### src/rtl/beep_voice.sv
// beep_voice: single-voice square-wave tone generator with an
// attack/sustain/decay envelope, producing unsigned 16-bit audio samples.
//
// Ports:
//   clk           system clock
//   reset_in      asynchronous active-low reset
//   trigger       level input; a rising edge starts (or restarts) a note
//   tone_sel      pitch select, latched on the trigger edge
//                 (0=440 Hz, 1=660 Hz, 2=880 Hz, 3=1320 Hz)
//   mute          forces both audio outputs to midscale at the next sample
//   audio_l       unsigned left sample, updated on each sample tick
//   audio_r       unsigned right sample
//   sample_strobe one-cycle pulse in the first cycle new samples are visible
//   busy          high whenever the envelope is not idle
//
// Optional build macro:
//   BEEP_STEREO_EN  when defined, audio_r carries the inverted square wave;
//                   otherwise audio_r always equals audio_l.
module beep_voice #(
  parameter int SAMPLE_DIV    = 2083,
  parameter int ENV_DIV       = 64,
  parameter int SUSTAIN_TICKS = 375,
  parameter int ATTACK_STEP   = 8
) (
  input  logic        clk,
  input  logic        reset_in,
  input  logic        trigger,
  input  logic [1:0]  tone_sel,
  input  logic        mute,
  output logic [15:0] audio_l,
  output logic [15:0] audio_r,
  output logic        sample_strobe,
  output logic        busy
);

  localparam int SW = (SAMPLE_DIV > 1) ? $clog2(SAMPLE_DIV) : 1;
  localparam int EW = (ENV_DIV > 1) ? $clog2(ENV_DIV) : 1;
  localparam int TW = (SUSTAIN_TICKS > 1) ? $clog2(SUSTAIN_TICKS) : 1;

  localparam logic [SW-1:0] SAMP_LAST = SW'(SAMPLE_DIV - 1);
  localparam logic [EW-1:0] ENV_LAST  = EW'(ENV_DIV - 1);
  localparam logic [TW-1:0] SUS_LAST  = TW'(SUSTAIN_TICKS - 1);
  localparam logic [8:0]    ATK_STEP  = 9'(ATTACK_STEP);
  localparam logic [15:0]   MIDSCALE  = 16'h8000;

  typedef enum logic [1:0] {
    ST_IDLE    = 2'd0,
    ST_ATTACK  = 2'd1,
    ST_SUSTAIN = 2'd2,
    ST_DECAY   = 2'd3
  } state_t;

  // Phase increment per sample for each pitch (f * 65536 / 48 kHz).
  function automatic logic [15:0] tone_inc(input logic [1:0] sel);
    logic [15:0] inc;
    case (sel)
      2'd0:    inc = 16'd601;
      2'd1:    inc = 16'd901;
      2'd2:    inc = 16'd1201;
      2'd3:    inc = 16'd1802;
      default: inc = 16'd601;
    endcase
    return inc;
  endfunction

  // Square-wave sample around midscale; amplitude is env scaled by 64.
  function automatic logic [15:0] sample_value(input logic [7:0] env, input logic upper);
    logic [15:0] amp;
    amp = {2'b00, env, 6'b000000};
    if (upper) begin
      return MIDSCALE + amp;
    end else begin
      return MIDSCALE - amp;
    end
  endfunction

  state_t        state_r, state_next_s;
  logic [SW-1:0] samp_cnt_r;
  logic [EW-1:0] env_cnt_r;
  logic [TW-1:0] sus_cnt_r, sus_cnt_next_s;
  logic          trig_q_r;
  logic [1:0]    tone_r;
  logic [15:0]   phase_r, phase_next_s;
  logic [7:0]    env_r, env_next_s;
  logic [8:0]    env_sum_s;
  logic [15:0]   audio_l_next_s, audio_r_next_s;
  logic          edge_s, tick_s, env_tick_s;

  assign edge_s     = trigger & ~trig_q_r;
  assign tick_s     = (samp_cnt_r == SAMP_LAST);
  assign env_tick_s = tick_s && (env_cnt_r == ENV_LAST);
  assign busy       = (state_r != ST_IDLE);
  assign env_sum_s  = {1'b0, env_r} + ATK_STEP;

  // Sample/envelope dividers, trigger edge register and tone latch.
  always_ff @(posedge clk or negedge reset_in) begin
    if (!reset_in) begin
      samp_cnt_r <= '0;
      env_cnt_r  <= '0;
      trig_q_r   <= 1'b0;
      tone_r     <= 2'd0;
    end else begin
      trig_q_r <= trigger;
      if (tick_s) begin
        samp_cnt_r <= '0;
      end else begin
        samp_cnt_r <= samp_cnt_r + 1'b1;
      end
      // A trigger edge realigns the envelope divider so the first attack
      // step always lands a full envelope period after the edge.
      if (edge_s) begin
        env_cnt_r <= '0;
        tone_r    <= tone_sel;
      end else if (tick_s) begin
        env_cnt_r <= (env_cnt_r == ENV_LAST) ? '0 : env_cnt_r + 1'b1;
      end else begin
        env_cnt_r <= env_cnt_r;
      end
    end
  end

  // Next-state, envelope and phase logic.
  always_comb begin
    state_next_s   = state_r;
    env_next_s     = env_r;
    sus_cnt_next_s = sus_cnt_r;
    phase_next_s   = phase_r;
    if (tick_s && (state_r != ST_IDLE)) begin
      phase_next_s = phase_r + tone_inc(tone_r);
    end else begin
      phase_next_s = phase_r;
    end
    // The trigger edge has priority; a coincident envelope tick is dropped.
    if (edge_s) begin
      state_next_s = ST_ATTACK;
    end else if (env_tick_s) begin
      case (state_r)
        ST_ATTACK: begin
          if (env_sum_s >= 9'd255) begin
            env_next_s     = 8'hFF;
            state_next_s   = ST_SUSTAIN;
            sus_cnt_next_s = '0;
          end else begin
            env_next_s = env_sum_s[7:0];
          end
        end
        ST_SUSTAIN: begin
          if (sus_cnt_r == SUS_LAST) begin
            state_next_s = ST_DECAY;
          end else begin
            sus_cnt_next_s = sus_cnt_r + 1'b1;
          end
        end
        ST_DECAY: begin
          if (env_r <= 8'd1) begin
            env_next_s   = 8'd0;
            state_next_s = ST_IDLE;
            phase_next_s = 16'd0;
          end else begin
            env_next_s = env_r - 8'd1;
          end
        end
        ST_IDLE: begin
          env_next_s = 8'd0;
        end
        default: begin
          state_next_s = ST_IDLE;
          env_next_s   = 8'd0;
          phase_next_s = 16'd0;
        end
      endcase
    end else begin
      state_next_s = state_r;
    end
  end

  // Output samples are built from the post-tick envelope and phase.
  always_comb begin
    audio_l_next_s = sample_value(env_next_s, phase_next_s[15]);
`ifdef BEEP_STEREO_EN
    audio_r_next_s = sample_value(env_next_s, ~phase_next_s[15]);
`else
    audio_r_next_s = audio_l_next_s;
`endif
  end

  // Envelope state register; phase/env/state advance only on sample ticks
  // except for the trigger-driven jump to ATTACK.
  always_ff @(posedge clk or negedge reset_in) begin
    if (!reset_in) begin
      state_r   <= ST_IDLE;
      env_r     <= 8'd0;
      sus_cnt_r <= '0;
      phase_r   <= 16'd0;
    end else begin
      state_r   <= state_next_s;
      env_r     <= env_next_s;
      sus_cnt_r <= sus_cnt_next_s;
      phase_r   <= phase_next_s;
    end
  end

  // Registered audio outputs and the strobe marking a fresh sample.
  always_ff @(posedge clk or negedge reset_in) begin
    if (!reset_in) begin
      audio_l       <= MIDSCALE;
      audio_r       <= MIDSCALE;
      sample_strobe <= 1'b0;
    end else begin
      sample_strobe <= tick_s;
      if (tick_s) begin
        audio_l <= mute ? MIDSCALE : audio_l_next_s;
        audio_r <= mute ? MIDSCALE : audio_r_next_s;
      end else begin
        audio_l <= audio_l;
        audio_r <= audio_r;
      end
    end
  end

endmodule

### config.mk
export PLATFORM = sky130hd
export DESIGN_NAME = beep_voice
export DESIGN_NICKNAME = d
export VERILOG_FILES = /design/src/rtl/beep_voice.sv
export SDC_FILE = /design/constraint.sdc
export NUM_CORES = 1
export LEC_CHECK = 0
export ABC_AREA = 1
export BUFFER_PORTS_ARGS = -buffer_cell sky130_fd_sc_hd__buf_2
export CAP_MARGIN = 25
export CORE_MARGIN = 1
export CORE_UTILIZATION = 35
export DETAILED_ROUTE_END_ITERATION = 10
export PLACE_DENSITY_LB_ADDON = 0.08
export SLEW_MARGIN = 0
export SYNTH_ARGS = -nofsm -noshare
export SYNTH_HDL_FRONTEND = slang
export SYNTH_SLANG_ARGS = --single-unit
export TNS_END_PERCENT = 50
### constraint.sdc
create_clock -name clk -period 3.54 [get_ports clk]
set_input_delay 0.177 -clock clk [delete_from_list [all_inputs] [get_ports clk]]
set_output_delay 0.177 -clock clk [all_outputs]
set_load 0.005 [all_outputs]
==> flow_summary_export.csv, run 1 <==
group,metric,value,unit
cells_and_area,syn_to_final_growth,12.6,%
drt,wl_per_cell,13.1,um
floorplanning,initial_core_util,35.8,%
place,io_buffers,27,
critical_path,cp_max_fo,13,
place,gp_congestion,0.893,
global_route,grt_pass1_wl,18800,um
pwr,pwr-share-clk,49.8,%
floorplanning,ios,40,
timing,period_share,86.3,%
synth,synth_warnings,0,
global_route,antenna_found_initial,0,
synth,ys.flop_type,"dfrtp_1",
outcome,status,"finished clean",
min_path,hold_path.class,"input pin to flop",
timing,hold_violations,0,
pwr,powerDensity,392,nW/um2
clock_tree,numCtsBuffers,9,
pwr,ir_drop,0.200,mV
cells_and_area,final_cells,831,
run,cap_violations,0,
synth,synth-async-reset-ratio,100,%
timing,slew_viol_final,0,
cells_and_area,antenna_cells,0,
clock_tree,clkTransAtPathRegs,0.06,ns
drt,dr.first_iter.drc_count,185,
drt,vias,3906,
critical_path,slowest_stage,"dfrtp_1",
floorplanning,coreArea,13200,um2
drt,first_pass_iters,4,
timing,slew_headroom,48.8,%
floorplanning,die_h,118,um
critical_path,cp.arrival,3.32,ns
clock_tree,cts_sinks,67,
synth,yosysUniqueCellTypes,47,
cells_and_area,nets,691,
drt,vias_per_cell,4.70,
pwr,comb_power_share,12.7,%
floorplanning,dieArea,14000,um2
synth,syn_avg_cell_area,7.63,um2
pwr,power.leakage,2.66,nW
pwr,p_switching,0.521,mW
synth,synth_area,4740,um2
timing,max_freq,327,MHz
clock_tree,cts_resized,0,
drt,ant_nets,0,
global_route,grt_max_degree,33,
clock_tree,clk_latency,0.34,ns
global_route,grt_pass1_vias,3891,
timing,rsz0062_at_grt,"no",
synth,ys_ff_latch,67,
clock_tree,cts_buffer_depth,2,
critical_path,crit_chain,"inv_1, ha_1, or2_2, ha_1, a21oi_1, o21ai_0, nand2_1, nand3_1, nand3_1, inv_1, or2_2, nand3_2, inv_1, o21ai_0, nand3_1, nand2_1",
critical_path,start_kind,"flop",
timing,setup_tns,0,ns
critical_path,cp-end-kind,"flop",
clock_tree,cts_hold_buffers,2,
timing,final-setup-viol-count,0,
drt,routed_wl,10800,um
synth,synth_edf_count,0,
pwr,p_int,1.57,mW
floorplanning,rows,42,
clock_tree,cts_max_level,3,
clock_tree,ctsRootBufferMaster,"clkbuf_16",
critical_path,setup.worst_path.class,"flop to flop",
pwr,seqPwrFrac,37.5,%
drt,drc,0,
timing,worst_pin_slew,0.768,ns
pwr,p_sw_share,24.9,%
place,dpl.hpwl,8310,um
floorplanning,die_x,118,um
global_route,grt_overflow_total,0,
synth,ys_seq_area_share,35.4,%
synth,syn_inst,622,
clock_tree,cts_setup_buffers,0,
timing,period_needed,3.06,ns
critical_path,critPathRequiredTime,3.81,ns
clock_tree,tritoncts,"done",
place,dp_cells,813,
global_route,grtUsageTotal,17.1,%
timing,skew,0.00766,ns
cells_and_area,drive_gt1_share,14.8,%
critical_path,critPathMaxStageDelay,0.40,ns
==> power groups by stage <==
stage / combinational, mW / sequential (mW) / clock (mW)
finish: 0.265 / 0.786 / 1.04
global route: 0.304 / 0.787 / 1.10
CTS: 0.270 / 0.786 / 1.08
detailed placement: 0.266 / 0.800 / 0
global placement: 0.270 / 0.799 / 0
floorplan: 0.202 / 0.797 / 0
==> placed cells by master, fill, tap and decap left out, types with 12 or more instances in the layout <==
| master | count |
|---|---|
| a21oi_1 | 34 |
| buf_2 | 27 |
| conb_1 | 12 |
| dfrtp_1 | 66 |
| ha_1 | 34 |
| inv_1 | 77 |
| nand2_1 | 121 |
| nand3_1 | 53 |
| nor2_1 | 61 |
| nor3_1 | 14 |
| o21ai_0 | 35 |
| xor2_1 | 19 |
==> area by class of cell <==
class / count / area, um2
multi-input cells: 453 / 2590
well taps: 176 / 220
repair buffers: 34 / 193
fillers: 1389 / 7900
flip-flops and latches: 67 / 1680
clock buffers: 11 / 243
clock inverters: 5 / 100
inverters: 85 / 319
==> critical path, delay by kind of cell (launching register included) <==
| family | cells | cell delay (ns) |
|---|---|---|
| adder cells (fa/ha/maj) | 2 | 0.56 |
| flip-flops | 1 | 0.40 |
| AND/OR/NAND/NOR | 8 | 1.27 |
| AO/OA/AOI/OAI | 3 | 0.49 |
| buffers and inverters | 3 | 0.26 |
==> cell families (layout without fill, tap and decap cells) <==
group / after synthesis / count (layout) / synth area share (%)
AO/OA/AOI/OAI: 87 / 87 / 10.1
adder cells (fa/ha/maj): 35 / 35 / 9.39
XOR/XNOR: 19 / 19 / 3.51
other: 1 / 12 / 0.0791
flip-flops: 67 / 67 / 35.4
multiplexers: 1 / 1 / 0.211
buffers and inverters: 113 / 135 / 10.9
AND/OR/NAND/NOR: 299 / 299 / 30.4
==> sequential cells by signal, summed over array words and instances, names as in the netlist <==
signal         cells
state_r            2
tone_r             2
env_r              8
sus_cnt_r          9
sample_strobe      1
env_cnt_r          6
samp_cnt_r        12
trig_q_r           1
phase_r           16
audio_r           10
==> path summary, 6_finish.rpt <==
path | from | endpoint | slack (ns) | cells after the start
min in group asynchronous | reset_in | sus_cnt_r[7] | 0.46 | 2
max in group asynchronous | reset_in | audio_r[15] | 2.23 | 3
hold / removal | tone_sel[0] | tone_r[0] | 0.06 | 3
setup reg to reg | tone_r[0] | audio_r[9] | 0.48 | 16
hold reg to reg | samp_cnt_r[0] | samp_cnt_r[0] | 0.49 | 1
setup / recovery | tone_r[0] | audio_r[9] | 0.48 | 16
==> cell usage after synthesis (2+ instances only) <==
cell type / number / area (um2)
a21oi_1: 34 / 170
a31oi_1: 4 / 25.0
and2_1: 2 / 12.5
buf_4: 23 / 173
clkbuf_1: 3 / 11.3
dfrtp_1: 66 / 1650
ha_1: 34 / 425
inv_1: 77 / 289
inv_2: 8 / 30.0
nand2_1: 121 / 454
nand2_2: 9 / 56.3
nand2_4: 3 / 33.8
nand3_1: 53 / 265
nand3_2: 6 / 60.1
nand4_1: 4 / 25.0
nor2_1: 61 / 229
nor2_2: 5 / 31.3
nor2_4: 6 / 67.6
nor3_1: 14 / 70.1
nor3b_1: 2 / 15.0
nor4_1: 3 / 18.8
o21ai_0: 35 / 175
o21ai_1: 2 / 10.0
o31ai_1: 2 / 15.0
or2_2: 5 / 31.3
xor2_1: 19 / 166
==> metrics by stage <==
stage               total power [mW]  instance area, um2  setup slack [ns]  hold slack [ns]  util, %
global placement                1.07                4980             0.560            0.299     37.6
global route                    2.19                5340             0.210           0.0681     40.3
floorplan                      0.999                4780             0.882           -0.119        -
finish                          2.09                5340             0.484           0.0604     40.3
CTS                             2.13                5340             0.466           0.0482     40.3
detailed placement              1.07                4980             0.472            0.304     37.6
==> routing by layer <==
layer / vias to the layer above / GRT usage (%) / share of wire [%]
met4: 0 / 5.46 / 1.7
met3: 12 / 3.91 / 2.8
met5: - / 0 / 0
met1: 1816 / 22.5 / 49
li1: 2036 / - / -
met2: 42 / 27.6 / 47
(Power assumes the default switching activity.)
==> run 2: changes to the inputs <==
--- a/config.mk
+++ b/config.mk
@@ -11,7 +11,8 @@
 export CORE_MARGIN = 1
 export CORE_UTILIZATION = 35
 export DETAILED_ROUTE_END_ITERATION = 10
-export PLACE_DENSITY_LB_ADDON = 0.08
+export PLACE_DENSITY_LB_ADDON = 0.1
+export RECOVER_POWER = 25
 export SLEW_MARGIN = 0
 export SYNTH_ARGS = -nofsm -noshare
 export SYNTH_HDL_FRONTEND = slang
==> flow_summary_export.csv, run 2 (same netlist as run 1, synthesis figures left out) <==
group,metric,value,unit
drt,ant_nets,0,
clock_tree,cts_sinks,67,
place,dpl.hpwl,8140,um
global_route,antenna_found_initial,0,
cells_and_area,nets,690,
floorplanning,initial_core_util,35.8,%
drt,vias_per_cell,4.80,
timing,slew_headroom,-33.7,%
timing,worst_pin_slew,2.00,ns
pwr,comb_power_share,13.1,%
cells_and_area,multi_input_area,2590,um2
timing,setup_slack,0.441,ns
cells_and_area,antenna_cells,0,
place,dpl-instance-area,4970,um2
clock_tree,cts_setup_buffers,0,
global_route,top_usage_layer,"met2",
outcome,status,"finished, violations left",
cells_and_area,seqCellArea,1680,um2
drt,wl_per_cell,13.2,um
cells_and_area,final_cells,830,
pwr,power.leakage,2.62,nW
global_route,grt_max_degree,35,
floorplanning,dieArea,14000,um2
timing,rsz0062_at_grt,"no",
place,dp_cells,812,
global_route,grt_pass1_wl,18900,um
pwr,power,2.05,mW
clock_tree,clk_latency,0.33,ns
global_route,grt_use_met3,4.10,%
place,io_buffers,27,
floorplanning,coreArea,13200,um2
clock_tree,clkTransAtPathRegs,0.06,ns
global_route,grt_overflow_total,0,
global_route,grtUsageTotal,17.1,%
pwr,p_int,1.50,mW
critical_path,setup.worst_path.class,"flop to flop",
clock_tree,cts_buffer_depth,2,
global_route,grt_pass1_vias,3761,
clock_tree,cts_max_level,3,
drt,vias,3981,
drt,drc,0,
cells_and_area,drive_gt1_share,13.6,%
critical_path,critPathRequiredTime,3.81,ns
critical_path,cp-end-kind,"flop",
min_path,hold_path.class,"input pin to flop",
timing,final-setup-viol-count,0,
cells_and_area,reg_top3,"phase_r: 16 flops, samp_cnt_r: 12 flops, audio_r: 10 flops",
clock_tree,numCtsBuffers,9,
place,gp_congestion,0.818,
clock_tree,ctsRootBufferMaster,"clkbuf_16",
pwr,powerDensity,385,nW/um2
pwr,p_switching,0.542,mW
global_route,gr-usage-met2,26.3,%
clock_tree,tritoncts,"done",
pwr,seqPwrFrac,38.4,%
floorplanning,rows,42,
cells_and_area,fin_area,5310,um2
timing,skew,0.00322,ns
cells_and_area,layout_common_cells,"nand2_1, inv_1, dfrtp_1",
pwr,p_sw_share,26.5,%
timing,hold_violations,0,
critical_path,cp.arrival,3.37,ns
floorplanning,die_h,118,um
timing,setup_tns,0,ns
critical_path,cp_max_fo,13,
critical_path,start_kind,"flop",
cells_and_area,nFillCells,1409,
drt,first_pass_iters,5,
cells_and_area,final_common_cell,"nand2_1",
outcome,violations,"max-capacitance violations, max-slew violations",
timing,period_needed,3.10,ns
drt,routed_wl,11000,um
cells_and_area,largest_reg_flops,16,
pwr,pwr-share-clk,48.5,%
global_route,use_met1,24.0,%
cells_and_area,syn_to_final_growth,11.9,%
place,post-place-ws,0.478,ns
timing,slew_viol_final,35,
pwr,ir_drop,0.330,mV
drt,dr.first_iter.drc_count,184,
floorplanning,ios,40,
run,cap_violations,1,
floorplanning,die_x,118,um
timing,period_share,87.5,%
timing,max_freq,323,MHz
cells_and_area,top_register,"phase_r",
[run 2: cell count changes in the layout (fill, tap and decap cells not counted), sizes merged]
cell / change
clkinvlp: +2
bufinv: -1
clkbuf: +7
buf: -9
[run 2: worst paths after layout]
check,slack [ns],cells after the start,from,end
min,0.05,3,tone_sel[0],tone_r[0]
max,0.44,16,tone_r[0],audio_r[8]
min in group asynchronous,0.95,2,reset_in,phase_r[5]
max in group asynchronous,1.29,3,reset_in,sus_cnt_r[5]
max reg2reg,0.44,16,tone_r[0],audio_r[8]
min reg2reg,0.48,1,samp_cnt_r[0],samp_cnt_r[0]
[run 2: metrics by stage]
step / util [%] / hold slack, ns
after global placement: 37.5 / 0.305
after CTS: 40.2 / 0.0404
final: 40.1 / 0.0505
after global routing: 40.1 / 0.0616
after floorplan: - / -0.119
after detailed placement: 37.5 / 0.310
[run 2: layout make-up]
class	instances	area share, %
multi-input cells	453	48.8
flip-flops and latches	67	31.6
inverters	85	6.01
clock buffers	10	4.50
well taps	176	4.15
repair buffers	33	3.30
clock inverters	6	1.67
[run 2: what timing repair did]
action,in CTS,in global routing
endpoints found under the setup margin,0,0
hold endpoints to repair,32,0
hold buffers,2,0
gates resized for setup,0,0
[run 2: power groups by stage]
stage	clock network (mW)	registers [mW]	logic (mW)
after floorplan	0	0.797	0.202
after global routing	1.04	0.787	0.309
after detailed placement	0	0.800	0.266
after CTS	1.02	0.786	0.270
after global placement	0	0.799	0.267
final	0.991	0.786	0.268
[run 2: per-layer routing]
layer / vias to the layer above / wire, um
li1: 2029 / -
met5: - / 0
met4: 0 / 140
met3: 13 / 393
met2: 80 / 4880
met1: 1859 / 5570
[run 2: worst max-delay path: stages (launching register included)]
cell and delay, ns:
dfrtp_1 0.39, inv_1 0.09, ha_1 0.24, or2_2 0.30, ha_1 0.32, a21oi_1 0.19, o21ai_0 0.13, nand2_1 0.08
nand3_1 0.12, nand3_1 0.12, inv_1 0.07, or2_2 0.28, nand3_2 0.22, inv_1 0.13, o21ai_0 0.18, nand3_1 0.09
nand2_1 0.07
